[src/rtl/cpu_param.sv]
// ---------------------------------------------------------------------------
// cpu_param
//
// Parametrised single-issue processor core. Every instruction completes in
// one clock: decode, register read, ALU and next-PC are combinational, and the
// register write plus the PC update commit together at the rising edge that
// ends the instruction. A small RUN / STALL / HALT state machine gates that
// commit.
//
// Parameters
//   DATA_W  register and ALU width (8..32)
//   REG_N   number of general registers (power of two, 2..256)
//
// Ports
//   CLK          in   1       clock, all state on the rising edge
//   RESET        in   1       synchronous, active-high reset
//   INSTRUCTION  in   32      instruction at address PC (combinational)
//   BUSYWAIT     in   1       memory stall request
//   PC           out  32      address of the current instruction
//   ILLEGAL      out  1       undefined opcode executing this cycle
//   HALTED       out  1       core is in HALT
//   DBG_ADDR     in   RA_W    debug register select
//   DBG_DATA     out  DATA_W  combinational read of register DBG_ADDR
//   DBG_STATE    out  2       current state (0 RUN, 1 STALL, 2 HALT)
//
// Stall handshake: BUSYWAIT is sampled at each rising edge. While it is high
// nothing commits (PC and registers hold, ILLEGAL is suppressed) and the same
// INSTRUCTION must be presented again; the first edge that sees it low
// executes that instruction normally. There is no separate ready/ack.
// ---------------------------------------------------------------------------
module cpu_param #(
  parameter  int DATA_W = 8,
  parameter  int REG_N  = 8,
  localparam int RA_W   = (REG_N > 1) ? $clog2(REG_N) : 1
) (
  input  logic              CLK,
  input  logic              RESET,
  input  logic [31:0]       INSTRUCTION,
  input  logic              BUSYWAIT,
  output logic [31:0]       PC,
  output logic              ILLEGAL,
  output logic              HALTED,
  input  logic [RA_W-1:0]   DBG_ADDR,
  output logic [DATA_W-1:0] DBG_DATA,
  output logic [1:0]        DBG_STATE
);

  typedef enum logic [1:0] {
    S_RUN   = 2'd0,
    S_STALL = 2'd1,
    S_HALT  = 2'd2
  } state_t;

  localparam logic [7:0] OP_LOADI = 8'h00;
  localparam logic [7:0] OP_MOV   = 8'h01;
  localparam logic [7:0] OP_ADD   = 8'h02;
  localparam logic [7:0] OP_SUB   = 8'h03;
  localparam logic [7:0] OP_AND   = 8'h04;
  localparam logic [7:0] OP_OR    = 8'h05;
  localparam logic [7:0] OP_J     = 8'h06;
  localparam logic [7:0] OP_BEQ   = 8'h07;
  localparam logic [7:0] OP_SLL   = 8'h08;
  localparam logic [7:0] OP_SRL   = 8'h09;
  localparam logic [7:0] OP_SRA   = 8'h0A;
  localparam logic [7:0] OP_HALT  = 8'hFF;

  // -------------------------------------------------------------------------
  // Architectural state
  // -------------------------------------------------------------------------
  state_t             r_state;
  state_t             w_state_next;
  logic [31:0]        r_pc;
  logic [DATA_W-1:0]  r_regs [REG_N];

  // -------------------------------------------------------------------------
  // Decode
  // -------------------------------------------------------------------------
  logic [7:0]         w_opcode;
  logic [7:0]         w_imm8;
  logic [7:0]         w_off8;
  logic [RA_W-1:0]    w_rd_idx;
  logic [RA_W-1:0]    w_rs1_idx;
  logic [RA_W-1:0]    w_rs2_idx;
  logic [DATA_W-1:0]  w_rs1;
  logic [DATA_W-1:0]  w_rs2;
  logic [DATA_W-1:0]  w_imm_sext;
  logic signed [DATA_W-1:0] w_rs1_s;
  logic [DATA_W-1:0]  w_sra_raw;
  logic               w_shamt_big;
  logic               w_unused;

  assign w_opcode  = INSTRUCTION[31:24];
  assign w_off8    = INSTRUCTION[23:16];
  assign w_imm8    = INSTRUCTION[7:0];
  // Register indices use only the low RA_W bits of each 8-bit field.
  assign w_rd_idx  = INSTRUCTION[16 +: RA_W];
  assign w_rs1_idx = INSTRUCTION[8  +: RA_W];
  assign w_rs2_idx = INSTRUCTION[0  +: RA_W];
  // Field bits above RA_W are intentionally ignored.
  assign w_unused  = &{1'b0, INSTRUCTION};

  assign w_rs1 = r_regs[w_rs1_idx];
  assign w_rs2 = r_regs[w_rs2_idx];

  assign w_imm_sext = DATA_W'($signed(w_imm8));

  // The arithmetic shift is kept in its own signed assignment so that mixing
  // it with unsigned operands later cannot silently turn it into a logical
  // shift.
  assign w_rs1_s   = w_rs1;
  assign w_sra_raw = w_rs1_s >>> w_imm8;

  assign w_shamt_big = ({24'd0, w_imm8} >= 32'(DATA_W));

  // -------------------------------------------------------------------------
  // Next PC
  // -------------------------------------------------------------------------
  logic [31:0] w_pc_plus4;
  logic [31:0] w_pc_target;

  assign w_pc_plus4  = r_pc + 32'd4;
  // Offset is a signed word count; wraps modulo 2^32 like all PC arithmetic.
  assign w_pc_target = w_pc_plus4 + {{22{w_off8[7]}}, w_off8, 2'b00};

  // -------------------------------------------------------------------------
  // Execute
  // -------------------------------------------------------------------------
  logic [DATA_W-1:0] w_alu;
  logic              w_wen;
  logic              w_legal;
  logic              w_is_halt;
  logic [31:0]       w_pc_next;
  logic              w_exec;

  always_comb begin
    w_alu     = '0;
    w_wen     = 1'b0;
    w_legal   = 1'b1;
    w_is_halt = 1'b0;
    w_pc_next = w_pc_plus4;
    case (w_opcode)
      OP_LOADI: begin
        w_alu = w_imm_sext;
        w_wen = 1'b1;
      end
      OP_MOV: begin
        w_alu = w_rs2;
        w_wen = 1'b1;
      end
      OP_ADD: begin
        w_alu = w_rs1 + w_rs2;
        w_wen = 1'b1;
      end
      OP_SUB: begin
        w_alu = w_rs1 - w_rs2;
        w_wen = 1'b1;
      end
      OP_AND: begin
        w_alu = w_rs1 & w_rs2;
        w_wen = 1'b1;
      end
      OP_OR: begin
        w_alu = w_rs1 | w_rs2;
        w_wen = 1'b1;
      end
      OP_J: begin
        w_pc_next = w_pc_target;
      end
      OP_BEQ: begin
        if (w_rs1 == w_rs2) begin
          w_pc_next = w_pc_target;
        end
      end
      OP_SLL: begin
        w_wen = 1'b1;
        if (w_shamt_big) begin
          w_alu = '0;
        end else begin
          w_alu = w_rs1 << w_imm8;
        end
      end
      OP_SRL: begin
        w_wen = 1'b1;
        if (w_shamt_big) begin
          w_alu = '0;
        end else begin
          w_alu = w_rs1 >> w_imm8;
        end
      end
      OP_SRA: begin
        w_wen = 1'b1;
        if (w_shamt_big) begin
          w_alu = {DATA_W{w_rs1[DATA_W-1]}};
        end else begin
          w_alu = w_sra_raw;
        end
      end
      OP_HALT: begin
        // PC parks on the halt instruction itself.
        w_is_halt = 1'b1;
        w_pc_next = r_pc;
      end
      default: begin
        w_legal = 1'b0;
      end
    endcase
  end

  // An instruction commits at the coming edge only if no reset, no stall
  // request and the core is not halted. RUN and STALL execute identically
  // once BUSYWAIT is low.
  assign w_exec = !RESET && (r_state != S_HALT) && !BUSYWAIT;

  // -------------------------------------------------------------------------
  // State machine
  // -------------------------------------------------------------------------
  always_comb begin
    w_state_next = r_state;
    case (r_state)
      S_RUN, S_STALL: begin
        if (BUSYWAIT) begin
          w_state_next = S_STALL;
        end else if (w_is_halt) begin
          w_state_next = S_HALT;
        end else begin
          w_state_next = S_RUN;
        end
      end
      S_HALT: begin
        w_state_next = S_HALT;
      end
      default: begin
        w_state_next = S_RUN;
      end
    endcase
  end

  always_ff @(posedge CLK) begin
    if (RESET) begin
      r_state <= S_RUN;
    end else begin
      r_state <= w_state_next;
    end
  end

  // -------------------------------------------------------------------------
  // PC and register file
  // -------------------------------------------------------------------------
  always_ff @(posedge CLK) begin
    if (RESET) begin
      r_pc <= '0;
      for (int i = 0; i < REG_N; i++) begin
        r_regs[i] <= '0;
      end
    end else if (w_exec) begin
      r_pc <= w_pc_next;
      if (w_wen) begin
        r_regs[w_rd_idx] <= w_alu;
      end
    end
  end

  // -------------------------------------------------------------------------
  // Outputs
  // -------------------------------------------------------------------------
  assign PC        = r_pc;
  assign HALTED    = (r_state == S_HALT);
  assign ILLEGAL   = w_exec && !w_legal;
  assign DBG_DATA  = r_regs[DBG_ADDR];
  assign DBG_STATE = r_state;

endmodule

[config.mk]
export PLATFORM = sky130hd
export DESIGN_NAME = cpu_param
export DESIGN_NICKNAME = d
export VERILOG_FILES = /design/src/rtl/cpu_param.sv
export SDC_FILE = /design/constraint.sdc
export NUM_CORES = 1
export LEC_CHECK = 0
export CORE_UTILIZATION = 45
export DETAILED_ROUTE_END_ITERATION = 16
export PLACE_DENSITY = 0.65
export SYNTH_ARGS = -nofsm -noshare
export SYNTH_HDL_FRONTEND = slang
export SYNTH_SLANG_ARGS = --single-unit
[constraint.sdc]
create_clock -name CLK -period 5.7 [get_ports CLK]
set_input_delay 1.14 -clock CLK [delete_from_list [all_inputs] [get_ports CLK]]
set_output_delay 1.14 -clock CLK [all_outputs]
set_load 0.01 [all_outputs]
---- Yosys cells after proc, flatten, opt, wreduce, memory -nomap -nowiden ----
Memories as Yosys holds them, arrays and structs flattened.
Cells that the tools add are included.
operators by class
  order comparisons ....................... 1
  reduce and logical (&&, ||, !) cells .... 13
  bitwise gates (word level) .............. 3
  multiplexer cells ....................... 21
  add/sub/neg operators ................... 4
  shift operators ......................... 3
  equality and inequality tests ........... 15
operator list
  operator                                             count
  case mux 32 bit (3 select lines)                     1
  case mux 8 bit (9 select lines)                      1
  adder 32 x 3 -> 32 bit, second input constant        1
  adder 32 bit                                         1
  equality test 8 x 3 -> 1 bit, second input constant  4
  2-to-1 mux 32 bit                                    1
  2-to-1 mux 8 bit                                     4
  equality test 8 x 4 -> 1 bit, second input constant  3
  equality test 8 x 2 -> 1 bit, second input constant  2
  OR reduction 12 bit                                  1
  2-to-1 mux 1 bit                                     10
  OR reduction 9 bit                                   1
  adder 8 bit                                          1
  bitwise AND 8 bit                                    1
  equality test 8 x 1 -> 1 bit, second input constant  1
  equality test 8 bit                                  1
  equality test 8 bit, second input constant           1
  >= comparator 8 x 4 -> 1 bit, second input constant  1
  zero test 8 bit                                      1
  OR 8 bit                                             1
  OR reduction 8 bit                                   1
  left shift 8 x 8 -> 8 bit                            1
  right shift 8 x 8 -> 8 bit                           1
  >>> shifter 8 x 8 -> 8 bit                           1
  other kinds (13)                                     18
word-level totals
  memories ................................ 1
  logic and storage cells ................. 63
  bits of input ports ..................... 38
  register bits ........................... 34
  bits in writable memories ............... 64
memory list
  name    words  width  read ports  clocked after memory_dff  write ports  RTL line  source
  r_regs  8      8      3           0                         8            73        logic [DATA_W-1:0] r_regs [REG_N];

---- Longest topological paths before layout ----
  depth after elaboration ................. 9
  depth in mapped cells ................... 17
  gate-level depth less buffers ........... 15

---- Worst setup path after synthesis ----
Ideal clock, no wire load.
  kind .................................... input to register
  start ................................... in INSTRUCTION[0]
  end ..................................... mem r_regs[0][7] (data pin)
  cell stages on the path ................. 15
  setup slack ............................. 0.744 ns
  arrival ................................. 4.674 ns
  library setup time ...................... 0.283 ns
  cell sequence ........................... buf_2 buf_2 clkbuf_1 mux4_2 mux2i_1 inv_1 ha_1 o21ba_2 o21ai_0 a21oi_1 o31ai_1 a221oi_1 xor2_1 a221oi_1 nor2_1
RTL lines
  element      RTL line  source
  from (decl)  38        input logic [31:0] INSTRUCTION,
  to (decl)    73

---- Worst setup path in the final report ----
  start ................................... in INSTRUCTION[1]
  end ..................................... reg r_pc[29] (netlist: PC[29])
on the way
  word-level cells in the longest chain between the ends .. 4
RTL lines
  element                           RTL line  source
  memory (8 x 8 bit)                -
  equality test 8 bit               170       if (w_rs1 == w_rs2) begin
  2-to-1 mux 32 bit                 170
  case mux 32 bit (3 select lines)  141       case (w_opcode)
  to (signal assigned)              256       r_pc <= w_pc_next;
  to (decl)                         72        logic [31:0] r_pc;
Every way passes these cells.
A chain may end at the register's enable or synchronous reset.

==> impl_metrics.json <==
{
  "status": "finished, final reports clean",
  "n_fill_cell": 1881,
  "timing.slew.headroom_pct": 26.9,
  "via_density_per_instance": 6.09,
  "die_height_um": 145,
  "firstDrtPassIters": 6,
  "tritoncts": "done",
  "critical_path.endpoint_type": "flop",
  "hold_path_class": "reg -> reg",
  "grt_max_degree": 29,
  "cts_made_buffers": 9,
  "fin_skew_ps": 12.1,
  "remaining_routing_drc_violations": 0,
  "floorplan.initialDensity_pct": 46.6,
  "grt_antenna_before_repair": 0,
  "yosys.area_share.simple_pct": 18.3,
  "main_combinational_cell_family_by_area_after_synthesis": "compound AO/OA/AOI/OAI gates",
  "hold_path.startpoint": "DBG_STATE[1]",
  "areaGrowthSynthToFinish_pct": 14.6,
  "seq_area_frac_synth_pct": 27.8,
  "ys_top_cells_by_area": "sky130_fd_sc_hd__edfxtp_1 (21%), sky130_fd_sc_hd__mux4_2 (8.1%), sky130_fd_sc_hd__ha_1 (7.9%)",
  "cts_root_buf": "sky130_fd_sc_hd__clkbuf_16",
  "cts-root-to-sink-buffers": 2,
  "hpwl_um": 20600,
  "timing.reg2reg.worst_path_depth": 14,
  "die_w_um": 145,
  "async_reset_ff_share_pct": 0,
  "post-route-min-period_ps": 5130,
  "cp_max_fo": 12,
  "drt_iter0_markers": 737,
  "worst_hold_path_cell_count": 1,
  "whs_endpoint": "DBG_STATE[0]",
  "final_count_of_hold_timing_violations": 0,
  "path_clk_slew_ps": 80,
  "cts_setup_buffers": 0,
  "cts.sink_count": 96,
  "row_count": 51,
  "worst_ep_arrival_time_ps": 5370,
  "synth_warnings": 0,
  "cells_after_dpl": 1329,
  "power_per_cell_area_mw_per_mm2": 182,
  "clock_latency_at_the_later_pin_of_the_worst_skew_pair_ps": 370,
  "reg2reg_from": "PC[2]",
  "vias": 8195,
  "num-nets-final": 1174,
  "dieArea_mm2": 0.0211,
  "grt_pass1_wl_um": 43300,
  "first_global_vias": 8029,
  "p_leak_nw": 4.03,
  "startpoint_type": "primary input",
  "grt_setup_unrepaired": "false",
  "final.period_utilization_pct": 90.0,
  "max_freq_mhz": 195,
  "ff_to_ff_end": "PC[25]",
  "vdd_drop_max_mv": 0.167,
  "grt_util_all_layers_pct": 26.2,
  "routed_wire_length_per_instance_um": 20.2,
  "post_synth_mux_area_share_pct": 16.6,
  "area_share_of_fa_ha_maj_cells_after_synthesis_pct": 8.53,
  "clock_tree.htree_level_count": 3,
  "layout_cells_sized_above_1_pct": 10.7,
  "post_synth.cell_area_avg_um2": 9.13,
  "netlist.area_leader.share_pct": 20.9,
  "setup.reg_to_reg.worst_slack_ps": 1310,
  "postRouteAntennaNets": 0,
  "number_of_instances_in_the_synthesized_netlist": 1009,
  "setup_viol": 0,
  "worst_slew_pin_slew_ps": 1090,
  "ios": 82,
  "synth_compound_gate_area_share_pct": 18.3,
  "holdBufCountCts": 0,
  "ys_ff_latch": 96,
  "place_congestion": 0.963,
  "gr-total-overflow": 0,
  "wirelength_um": 27100,
  "num_antenna_cells": 0,
  "maxSlewViolCount": 0,
  "instances_no_fill": 1345,
  "synth.largest_area_cell": "sky130_fd_sc_hd__edfxtp_1",
  "number_of_enable_flip_flop_cells_after_synthesis": 64,
  "worstPathRequired_ps": 5940,
  "post_cts_resize_count": 0,
  "core_mm2": 0.0198,
  "drv.max_cap_violation_count": 0,
  "timing_worst_setup_path_type": "in -> reg",
  "post_synth_num_cell_types": 79,
  "synth_area_mm2": 0.00921,
  "synth_xor_area_share_pct": 5.13,
  "setup_total_negative_slack_ps": 0,
  "synth_flop_cell": "sky130_fd_sc_hd__edfxtp_1",
  "placement.io_buffers": 74
}
==> report_power, final <==
group          switching (mW)  internal (mW)
clock network           0.321          0.314
logic                   0.278          0.224
registers              0.0202          0.761
==> area by class of cell <==
type / instances / area, um^2 / share of cell area (%)
Clock buffer: 9 / 225 / 2.13
Sequential cell: 96 / 2560 / 24.3
Clock inverter: 7 / 81.3 / 0.771
Tap cell: 265 / 332 / 3.14
Timing Repair Buffer: 111 / 1030 / 9.72
Multi-Input combinational cell: 815 / 6170 / 58.5
Inverter: 42 / 158 / 1.49
==> cells by family after synthesis <==
family,count (synthesis)
other,1
buffers and inverters,99
xor gates and xnor gates,54
DFF,96
and+or+nand+nor,355
adders and majority gates,61
AOI/OAI and AO/OA,260
muxes,83
==> stage by stage <==
step	area, um^2	worst slack (ps)	hold WS [ps]	util [%]	power [mW]
after floorplan	9220	744	494	-	1.13
after global placement	10200	292	461	51.8	1.29
after detailed placement	10200	293	468	51.8	1.29
after CTS	10600	657	487	53.4	1.93
after global routing	10600	351	547	53.4	2.00
final	10600	570	491	53.4	1.92
==> critical path, stage by stage <==
cell                              delay [ps]
sky130_fd_sc_hd__clkdlybuf4s50_1         900
sky130_fd_sc_hd__buf_4                   230
sky130_fd_sc_hd__mux4_2                  270
sky130_fd_sc_hd__mux2i_1                 310
sky130_fd_sc_hd__ha_1                    370
sky130_fd_sc_hd__or4_1                   550
sky130_fd_sc_hd__o21ai_0                 380
sky130_fd_sc_hd__and3_1                  430
sky130_fd_sc_hd__nor2_1                  330
sky130_fd_sc_hd__a221oi_1                310
sky130_fd_sc_hd__o21ai_0                 130
==> Yosys cell counts, drive strengths merged (7+ instances only) <==
cell type,number
a211oi,11
a21o,13
a21oi,65
a22oi,9
a31oi,10
and2,7
and3,17
buf,15
clkbuf,42
dfxtp,32
edfxtp,64
ha,58
inv,42
mux2,11
mux2i,23
mux4,49
nand2,80
nand2b,10
nand3,39
nand4,12
nor2,129
nor2b,9
nor3,18
o211ai,10
o21ai,74
o31ai,7
xnor2,38
xor2,16
==> layout by cell type, fill, tap and decap left out, types with 6 or more instances in the layout <==
master and count:
sky130_fd_sc_hd__mux4_2 33, sky130_fd_sc_hd__buf_4 36, sky130_fd_sc_hd__xor2_1 16, sky130_fd_sc_hd__a21o_1 13, sky130_fd_sc_hd__mux4_1 16, sky130_fd_sc_hd__nor2b_1 9
sky130_fd_sc_hd__a221oi_1 6, sky130_fd_sc_hd__nor2_1 129, sky130_fd_sc_hd__nand2_1 80, sky130_fd_sc_hd__mux2_2 10, sky130_fd_sc_hd__nand4_1 12, sky130_fd_sc_hd__nand2b_1 10
sky130_fd_sc_hd__dfxtp_1 32, sky130_fd_sc_hd__clkbuf_16 9, sky130_fd_sc_hd__nand3_1 39, sky130_fd_sc_hd__and2_1 7, sky130_fd_sc_hd__a31oi_1 10, sky130_fd_sc_hd__ha_1 58
sky130_fd_sc_hd__edfxtp_1 64, sky130_fd_sc_hd__clkdlybuf4s50_1 73, sky130_fd_sc_hd__nor3_1 18, sky130_fd_sc_hd__inv_1 42, sky130_fd_sc_hd__xnor2_1 38, sky130_fd_sc_hd__o31ai_1 7
sky130_fd_sc_hd__o21a_1 6, sky130_fd_sc_hd__mux2i_1 22, sky130_fd_sc_hd__a211oi_1 9, sky130_fd_sc_hd__o211ai_1 10, sky130_fd_sc_hd__a21oi_1 65, sky130_fd_sc_hd__a22oi_1 9
sky130_fd_sc_hd__o21ai_0 74, sky130_fd_sc_hd__and3_1 16
==> worst max-delay path by stage <==
stage          cells after the start           end            from  slack (ps)
2_1_floorplan                     15  r_regs[0][7]  INSTRUCTION[0]         740
3_3_place_gp                      13        PC[31]  INSTRUCTION[8]         290
3_5_place_dp                      14        PC[26]  INSTRUCTION[8]         290
4_1_cts                           13        PC[31]  INSTRUCTION[8]         660
5_1_grt                           14        PC[26]  INSTRUCTION[8]         350
6_report                          11        PC[29]  INSTRUCTION[1]         570
==> sequential cells by signal, summed over array words and instances, names as in the netlist <==
signal	flops
DBG_STATE	2
PC	30
r_regs	64
==> layer usage <==
layer  track usage (%)  wire (um)
met4              10.5        944
met2              45.3      13400
met1              32.8      11100
met5                 0          0
met3              3.49       1650
No activity file was read; power rests on OpenSTA's default activity.
